$ cat src/rtl/pc_redirect_ctrl_pkg.sv
// Shared PRE_IF definitions: exception-entry codes, PC-select codes,
// reset/exception vectors and the redirect FSM state type.
package pc_redirect_ctrl_pkg;

    // Exception-entry request codes driven by the exception unit
    localparam logic [2:0] IsNone      = 3'd0;
    localparam logic [2:0] IsEret      = 3'd1;
    localparam logic [2:0] IsException = 3'd2;
    localparam logic [2:0] IsRefetch   = 3'd3;

    // Source of the fetch PC, exported to the IF mux and debug
    localparam logic [2:0] PCSel_PC4   = 3'b000;
    localparam logic [2:0] PCSel_IMMJ  = 3'b001;
    localparam logic [2:0] PCSel_EPC   = 3'b010;
    localparam logic [2:0] PCSel_EXC   = 3'b011;
    localparam logic [2:0] PCSel_BR    = 3'b100;
    localparam logic [2:0] PCSel_JR    = 3'b101;
    localparam logic [2:0] PCSel_MEMPC = 3'b110;

    localparam logic [31:0] DEFAULT_RESET_PC   = 32'hBFC0_0000;
    localparam logic [31:0] DEFAULT_EXC_VECTOR = 32'hBFC0_0380;

    typedef enum logic {
        RUN  = 1'b0,
        HOLD = 1'b1
    } redir_state_e;

    // Exception-class redirects are older than any branch/jump in flight
    function automatic logic is_exc_class(input logic [2:0] sel);
        return (sel == PCSel_EPC) || (sel == PCSel_EXC) || (sel == PCSel_MEMPC);
    endfunction

endpackage

$ cat src/rtl/pc_redirect_ctrl_chk.sv
// Simulation-only protocol checks for the redirect controller inputs.
module pc_redirect_ctrl_chk
    import pc_redirect_ctrl_pkg::*;
(
    input logic       clk,
    input logic       resetn,
    input logic [2:0] ex_entry_sel
);

    // The exception unit must only ever drive one of the four known codes
    a_ex_entry_sel_known: assert property (@(posedge clk) disable iff (!resetn)
        (ex_entry_sel == IsNone) || (ex_entry_sel == IsEret) ||
        (ex_entry_sel == IsException) || (ex_entry_sel == IsRefetch));

endmodule

$ cat src/rtl/pc_redirect_ctrl_prio_arb.sv
// Combinational priority encoder over all redirect sources:
// Exception > Eret > Refetch > branch/JR > immediate jump.
module redirect_prio_arb
    import pc_redirect_ctrl_pkg::*;
#(
    parameter logic [31:0] EXC_VECTOR = DEFAULT_EXC_VECTOR
) (
    input  logic [2:0]  ex_entry_sel,
    input  logic [31:0] cp0_epc,
    input  logic [31:0] mem_pc,
    input  logic        br_taken,
    input  logic        br_is_jr,
    input  logic [31:0] br_target,
    input  logic        imm_jump,
    input  logic [31:0] jump_target,
    output logic        win_valid,
    output logic [2:0]  win_code,
    output logic [31:0] win_target
);

    logic        exc_valid_s;
    logic [2:0]  exc_code_s;
    logic [31:0] exc_target_s;

    // Decode the exception-entry code; unrecognised codes behave as IsNone
    always_comb begin
        exc_valid_s  = 1'b0;
        exc_code_s   = PCSel_PC4;
        exc_target_s = 32'h0000_0000;
        case (ex_entry_sel)
            IsException: begin
                exc_valid_s  = 1'b1;
                exc_code_s   = PCSel_EXC;
                exc_target_s = EXC_VECTOR;
            end
            IsEret: begin
                exc_valid_s  = 1'b1;
                exc_code_s   = PCSel_EPC;
                exc_target_s = cp0_epc;
            end
            IsRefetch: begin
                exc_valid_s  = 1'b1;
                exc_code_s   = PCSel_MEMPC;
                exc_target_s = mem_pc;
            end
            default: begin
                exc_valid_s  = 1'b0;
                exc_code_s   = PCSel_PC4;
                exc_target_s = 32'h0000_0000;
            end
        endcase
    end

    // Pick the highest-priority active request
    always_comb begin
        win_valid  = 1'b0;
        win_code   = PCSel_PC4;
        win_target = 32'h0000_0000;
        if (exc_valid_s) begin
            win_valid  = 1'b1;
            win_code   = exc_code_s;
            win_target = exc_target_s;
        end else if (br_taken) begin
            win_valid  = 1'b1;
            win_code   = br_is_jr ? PCSel_JR : PCSel_BR;
            win_target = br_target;
        end else if (imm_jump) begin
            win_valid  = 1'b1;
            win_code   = PCSel_IMMJ;
            win_target = jump_target;
        end else begin
            win_valid  = 1'b0;
            win_code   = PCSel_PC4;
            win_target = 32'h0000_0000;
        end
    end

endmodule

$ cat src/rtl/pc_redirect_ctrl.sv
// Next-PC controller: owns the fetch PC, arbitrates redirects and keeps a
// one-entry pending buffer so a redirect seen during a fetch stall survives.
module pc_redirect_ctrl
    import pc_redirect_ctrl_pkg::*;
#(
    parameter logic [31:0] RESET_PC   = DEFAULT_RESET_PC,
    parameter logic [31:0] EXC_VECTOR = DEFAULT_EXC_VECTOR
) (
    input  logic        clk,
    input  logic        resetn,
    input  logic        fetch_stall,
    input  logic [2:0]  ex_entry_sel,
    input  logic [31:0] cp0_epc,
    input  logic [31:0] mem_pc,
    input  logic        br_taken,
    input  logic        br_is_jr,
    input  logic [31:0] br_target,
    input  logic        imm_jump,
    input  logic [31:0] jump_target,
    output logic [31:0] pc,
    output logic [2:0]  pc_sel,
    output logic        redirect_pending,
    output logic        flush_if
);

    redir_state_e state_q, state_d;
    logic [31:0]  pc_q, pc_d;
    logic [2:0]   pc_sel_q, pc_sel_d;
    logic         pending_q, pending_d;
    logic         flush_q, flush_d;
    logic [31:0]  buf_tgt_q, buf_tgt_d;
    logic [2:0]   buf_code_q, buf_code_d;

    logic         win_valid_s;
    logic [2:0]   win_code_s;
    logic [31:0]  win_target_s;
    logic         overwrite_s;
    logic [31:0]  eff_tgt_s;
    logic [2:0]   eff_code_s;

    redirect_prio_arb #(.EXC_VECTOR(EXC_VECTOR)) u_arb (
        .ex_entry_sel (ex_entry_sel),
        .cp0_epc      (cp0_epc),
        .mem_pc       (mem_pc),
        .br_taken     (br_taken),
        .br_is_jr     (br_is_jr),
        .br_target    (br_target),
        .imm_jump     (imm_jump),
        .jump_target  (jump_target),
        .win_valid    (win_valid_s),
        .win_code     (win_code_s),
        .win_target   (win_target_s)
    );

    pc_redirect_ctrl_chk u_chk (
        .clk          (clk),
        .resetn       (resetn),
        .ex_entry_sel (ex_entry_sel)
    );

    // Decide whether a new request replaces the buffered redirect: exception
    // class always does, branches/jumps only replace a pending immediate jump
    always_comb begin
        overwrite_s = win_valid_s &&
                      (is_exc_class(win_code_s) || (buf_code_q == PCSel_IMMJ));
        if (overwrite_s) begin
            eff_tgt_s  = win_target_s;
            eff_code_s = win_code_s;
        end else begin
            eff_tgt_s  = buf_tgt_q;
            eff_code_s = buf_code_q;
        end
    end

    // Next-state and next-PC logic for the RUN/HOLD redirect FSM
    always_comb begin
        state_d    = state_q;
        pc_d       = pc_q;
        pc_sel_d   = pc_sel_q;
        pending_d  = pending_q;
        flush_d    = 1'b0;
        buf_tgt_d  = buf_tgt_q;
        buf_code_d = buf_code_q;
        case (state_q)
            RUN: begin
                if (!fetch_stall) begin
                    if (win_valid_s) begin
                        pc_d     = win_target_s;
                        pc_sel_d = win_code_s;
                        flush_d  = 1'b1;
                    end else begin
                        pc_d     = pc_q + 32'd4;
                        pc_sel_d = PCSel_PC4;
                    end
                end else if (win_valid_s) begin
                    buf_tgt_d  = win_target_s;
                    buf_code_d = win_code_s;
                    pending_d  = 1'b1;
                    state_d    = HOLD;
                end else begin
                    state_d = RUN;
                end
            end
            HOLD: begin
                if (!fetch_stall) begin
                    pc_d      = eff_tgt_s;
                    pc_sel_d  = eff_code_s;
                    flush_d   = 1'b1;
                    pending_d = 1'b0;
                    state_d   = RUN;
                end else begin
                    buf_tgt_d  = eff_tgt_s;
                    buf_code_d = eff_code_s;
                end
            end
            default: begin
                pending_d = 1'b0;
                state_d   = RUN;
            end
        endcase
    end

    // State, PC and buffer registers; reset discards any pending redirect
    always_ff @(posedge clk or negedge resetn) begin
        if (!resetn) begin
            state_q    <= RUN;
            pc_q       <= RESET_PC;
            pc_sel_q   <= PCSel_PC4;
            pending_q  <= 1'b0;
            flush_q    <= 1'b0;
            buf_tgt_q  <= 32'h0000_0000;
            buf_code_q <= PCSel_PC4;
        end else begin
            state_q    <= state_d;
            pc_q       <= pc_d;
            pc_sel_q   <= pc_sel_d;
            pending_q  <= pending_d;
            flush_q    <= flush_d;
            buf_tgt_q  <= buf_tgt_d;
            buf_code_q <= buf_code_d;
        end
    end

    assign pc               = pc_q;
    assign pc_sel           = pc_sel_q;
    assign redirect_pending = pending_q;
    assign flush_if         = flush_q;

endmodule

$ cat config.mk
export PLATFORM = sky130hd
export DESIGN_NAME = pc_redirect_ctrl
export DESIGN_NICKNAME = d
export VERILOG_FILES = /design/src/rtl/pc_redirect_ctrl_pkg.sv /design/src/rtl/pc_redirect_ctrl_chk.sv /design/src/rtl/pc_redirect_ctrl_prio_arb.sv /design/src/rtl/pc_redirect_ctrl.sv
export SDC_FILE = /design/constraint.sdc
export NUM_CORES = 1
export LEC_CHECK = 0
export ABC_AREA = 1
export CAP_MARGIN = 5
export CORE_ASPECT_RATIO = 0.6
export CORE_MARGIN = 4
export CORE_UTILIZATION = 54
export CTS_BUF_LIST = sky130_fd_sc_hd__clkbuf_4
export DETAILED_ROUTE_END_ITERATION = 16
export GPL_ROUTABILITY_DRIVEN = 0
export PLACE_DENSITY = 0.92
export SLEW_MARGIN = 20
export SYNTH_ARGS = -nofsm -noshare
export SYNTH_HDL_FRONTEND = slang
export SYNTH_SLANG_ARGS = --single-unit
$ cat constraint.sdc
create_clock -name clk -period 3.2 [get_ports clk]
set_clock_uncertainty 0.05 [all_clocks]
set_input_delay 0.96 -clock clk [delete_from_list [all_inputs] [get_ports clk]]
set_output_delay 0.96 -clock clk [all_outputs]
set_load 0.02 [all_outputs]
==> out/metrics.cfg <==
[layout]
seqCellArea_um2=1840
fillerInstances=879
drive_above_1_share_pct=5.37
multi_input_area_um2=3680
fin_nets=1344
area_delta_synth_final_pct=33.4
antenna_cells=0

[floorplanning]
dieHeight_um=89.7
ios=174
core_area_um2=10700
rows=29
die_w_um=144
start_util_pct=56.2
dieArea_um2=12900

[yosys]
synthArstFlopShare_pct=100
synth_cell_types=32
synth_top_cells_by_count=nand2_1 (481), nor2_1 (166), nand3_1 (108)
netlist_area_um2=6010
syn-mean-instance-area_um2=5.75
ys_seq_area_share_pct=30.6
ys.flop_type=dfrtp_1
netlist_top_cells_area=nand2_1 (30%), dfrtp_1 (27%), nor2_1 (10%)
syn_nets=1184
synth.most_common_cell=nand2_1
synth-edff-count=0
synth_top_cell_by_area=nand2_1
synthCells=1046
ys_seq_elements=73
yosysTopAreaCellShare_pct=30.0
synth_warnings=0

[drt]
drt_iter0_markers=834
routed_wl_um=21500
drt-met1-wl_um=8910
antenna_left=0
top_layer=met4
drc=0
wl_per_cell_um=15.9
routed_via_density=5.56
vias=7511
wl_met3_um=2370
drt_pass1_iterations=5
met2_length_um=9640

[power_and_ir_drop]
power_density_nw_per_um2=399
ir_drop_v=0.000300
power.leakage_nw=3.98

[critical_path]
arrival_ns=1.72
path_delay_family=buffers and inverters
crit_path_top_delay_cell=clkdlybuf4s50_1
cpPeakStageDelay_ns=0.64
cp-end-kind=primary output
path_class=register to primary output
cp.required_ns=2.19
critPathLaunchType=register
cp_max_fo=7
crit_chain=clkdlybuf4s50_1
cp_num_buf_inv=1

[timing]
layout_worst_path_cycle_share_pct=85.3
fin_crit_ns=2.73
tns_ns=0
rsz0062_at_grt=false
final_max_slew_viol_count=0
fin_ws_ns=0.470
setup_viol=0
hold_viol=0
worst_slew_pin_slew_ns=0.598
max_freq_mhz=366
slew_headroom_pct=60.0

[clock_network]
cts-root-buf=clkbuf_4
cts_tree=yes
clockBufferDepth=2
cts_num_sinks=73
clk_latency_ns=0.44
cts_resized=0
cts_buffers=9
cts_max_level=3
cts_setup_buffers=0
path_clk_slew_ns=0.12
postCtsHoldBufs=0

[job]
maxCapViolCount=0

[global_route]
grt_start_max_net_pins=74
gr-total-overflow=0
grt_pass1_wl_um=34300
grt_pass1_vias=7104
gr-usage-all-layers_pct=32.7
antenna_found_initial=0

[place]
dp_hpwl_um=16300
place_worst_setup_slack_ns=0.118
port_buffers=173

[hold_path]
hold_path_class=register to register

[status]
status=complete, no violations

==> layout make-up <==
type | count | area share (%)
multi-input combinational | 865 | 45.9
clock inverter | 7 | 1.06
sequential | 73 | 22.9
timing repair buffer | 200 | 24.4
clock buffer | 9 | 0.842
inverter | 57 | 2.70
tap | 139 | 2.17
==> layer usage <==
layer,vias up,global-route usage [%]
met4,0,10.6
li1,3628,-
met1,3392,44.3
met2,437,51.0
met3,54,8.80
met5,-,0
==> state kept, by name (all words and copies together) (netlist names) <==
| signal | count |
|---|---|
| buf_code_q | 3 |
| state_q | 1 |
| redirect_pending | 1 |
| pc_sel | 3 |
| buf_tgt_q | 32 |
| flush_if | 1 |
| pc | 32 |
==> kinds of logic (layout without fill, tap and decap cells) <==
family / count (synthesis) / in the layout / synth area share (%)
AO/OA/AOI/OAI: 84 / 84 / 8.49
adder cells (fa/ha/maj): 1 / 1 / 0.208
buffers and inverters: 108 / 273 / 8.16
flip-flops: 73 / 73 / 30.6
AND/OR/NAND/NOR: 778 / 778 / 52.3
XOR/XNOR: 2 / 2 / 0.291
==> metrics by stage <==
| stage | cell area (um^2) | std cells | power [mW] | hold WS [ns] | util, % |
|---|---|---|---|---|---|
| after CTS | 8020 | 1350 | 3.19 | 0.444 | 74.9 |
| after global placement | 7870 | 1334 | 2.50 | 0.413 | 73.5 |
| after global routing | 8020 | 1350 | 3.40 | 0.472 | 74.9 |
| after floorplan | 6010 | 1046 | 1.97 | 0.399 | - |
| after detailed placement | 7870 | 1334 | 2.54 | 0.415 | 73.5 |
| final | 8020 | 1350 | 3.20 | 0.446 | 74.9 |
==> path summary, 6_finish.rpt <==
check,start,endpoint,slack (ns),depth (start not counted)
setup reg to reg,pc[4],pc[15],1.04,10
hold / removal,buf_tgt_q[7],buf_tgt_q[7],0.45,2
hold reg to reg,buf_tgt_q[7],buf_tgt_q[7],0.45,2
setup / recovery,pc[27],pc[27],0.47,1
min in group asynchronous,resetn,buf_tgt_q[13],0.47,2
max in group asynchronous,resetn,pc[25],2.26,2
==> power breakdown <==
part	internal [mW]	switching, mW	total (mW)
Clock	0.309	0.343	0.652
Combinational	0.563	0.714	1.28
Sequential	1.10	0.179	1.27
==> layout by cell type (no fill, tap or decap), types with 2 or more instances in the layout <==
| master | instances |
|---|---|
| buf_12 | 2 |
| o21ai_1 | 2 |
| inv_2 | 2 |
| nand2_4 | 3 |
| inv_1 | 53 |
| bufinv_16 | 2 |
| clkinv_1 | 3 |
| dfrtp_1 | 64 |
| nand4_1 | 8 |
| clkinv_2 | 2 |
| nand2_1 | 481 |
| nor2_2 | 2 |
| a31oi_1 | 7 |
| xnor2_1 | 2 |
| nand3b_1 | 4 |
| a21oi_1 | 21 |
| clkdlybuf4s50_1 | 172 |
| dfstp_2 | 9 |
| o22a_1 | 15 |
| buf_4 | 25 |
| nor2_1 | 166 |
| nand3_1 | 108 |
| clkbuf_4 | 9 |
| nor2_4 | 2 |
| o21ai_0 | 33 |
| nor3_1 | 2 |
| o211ai_1 | 4 |
(Power assumes the default switching activity.)
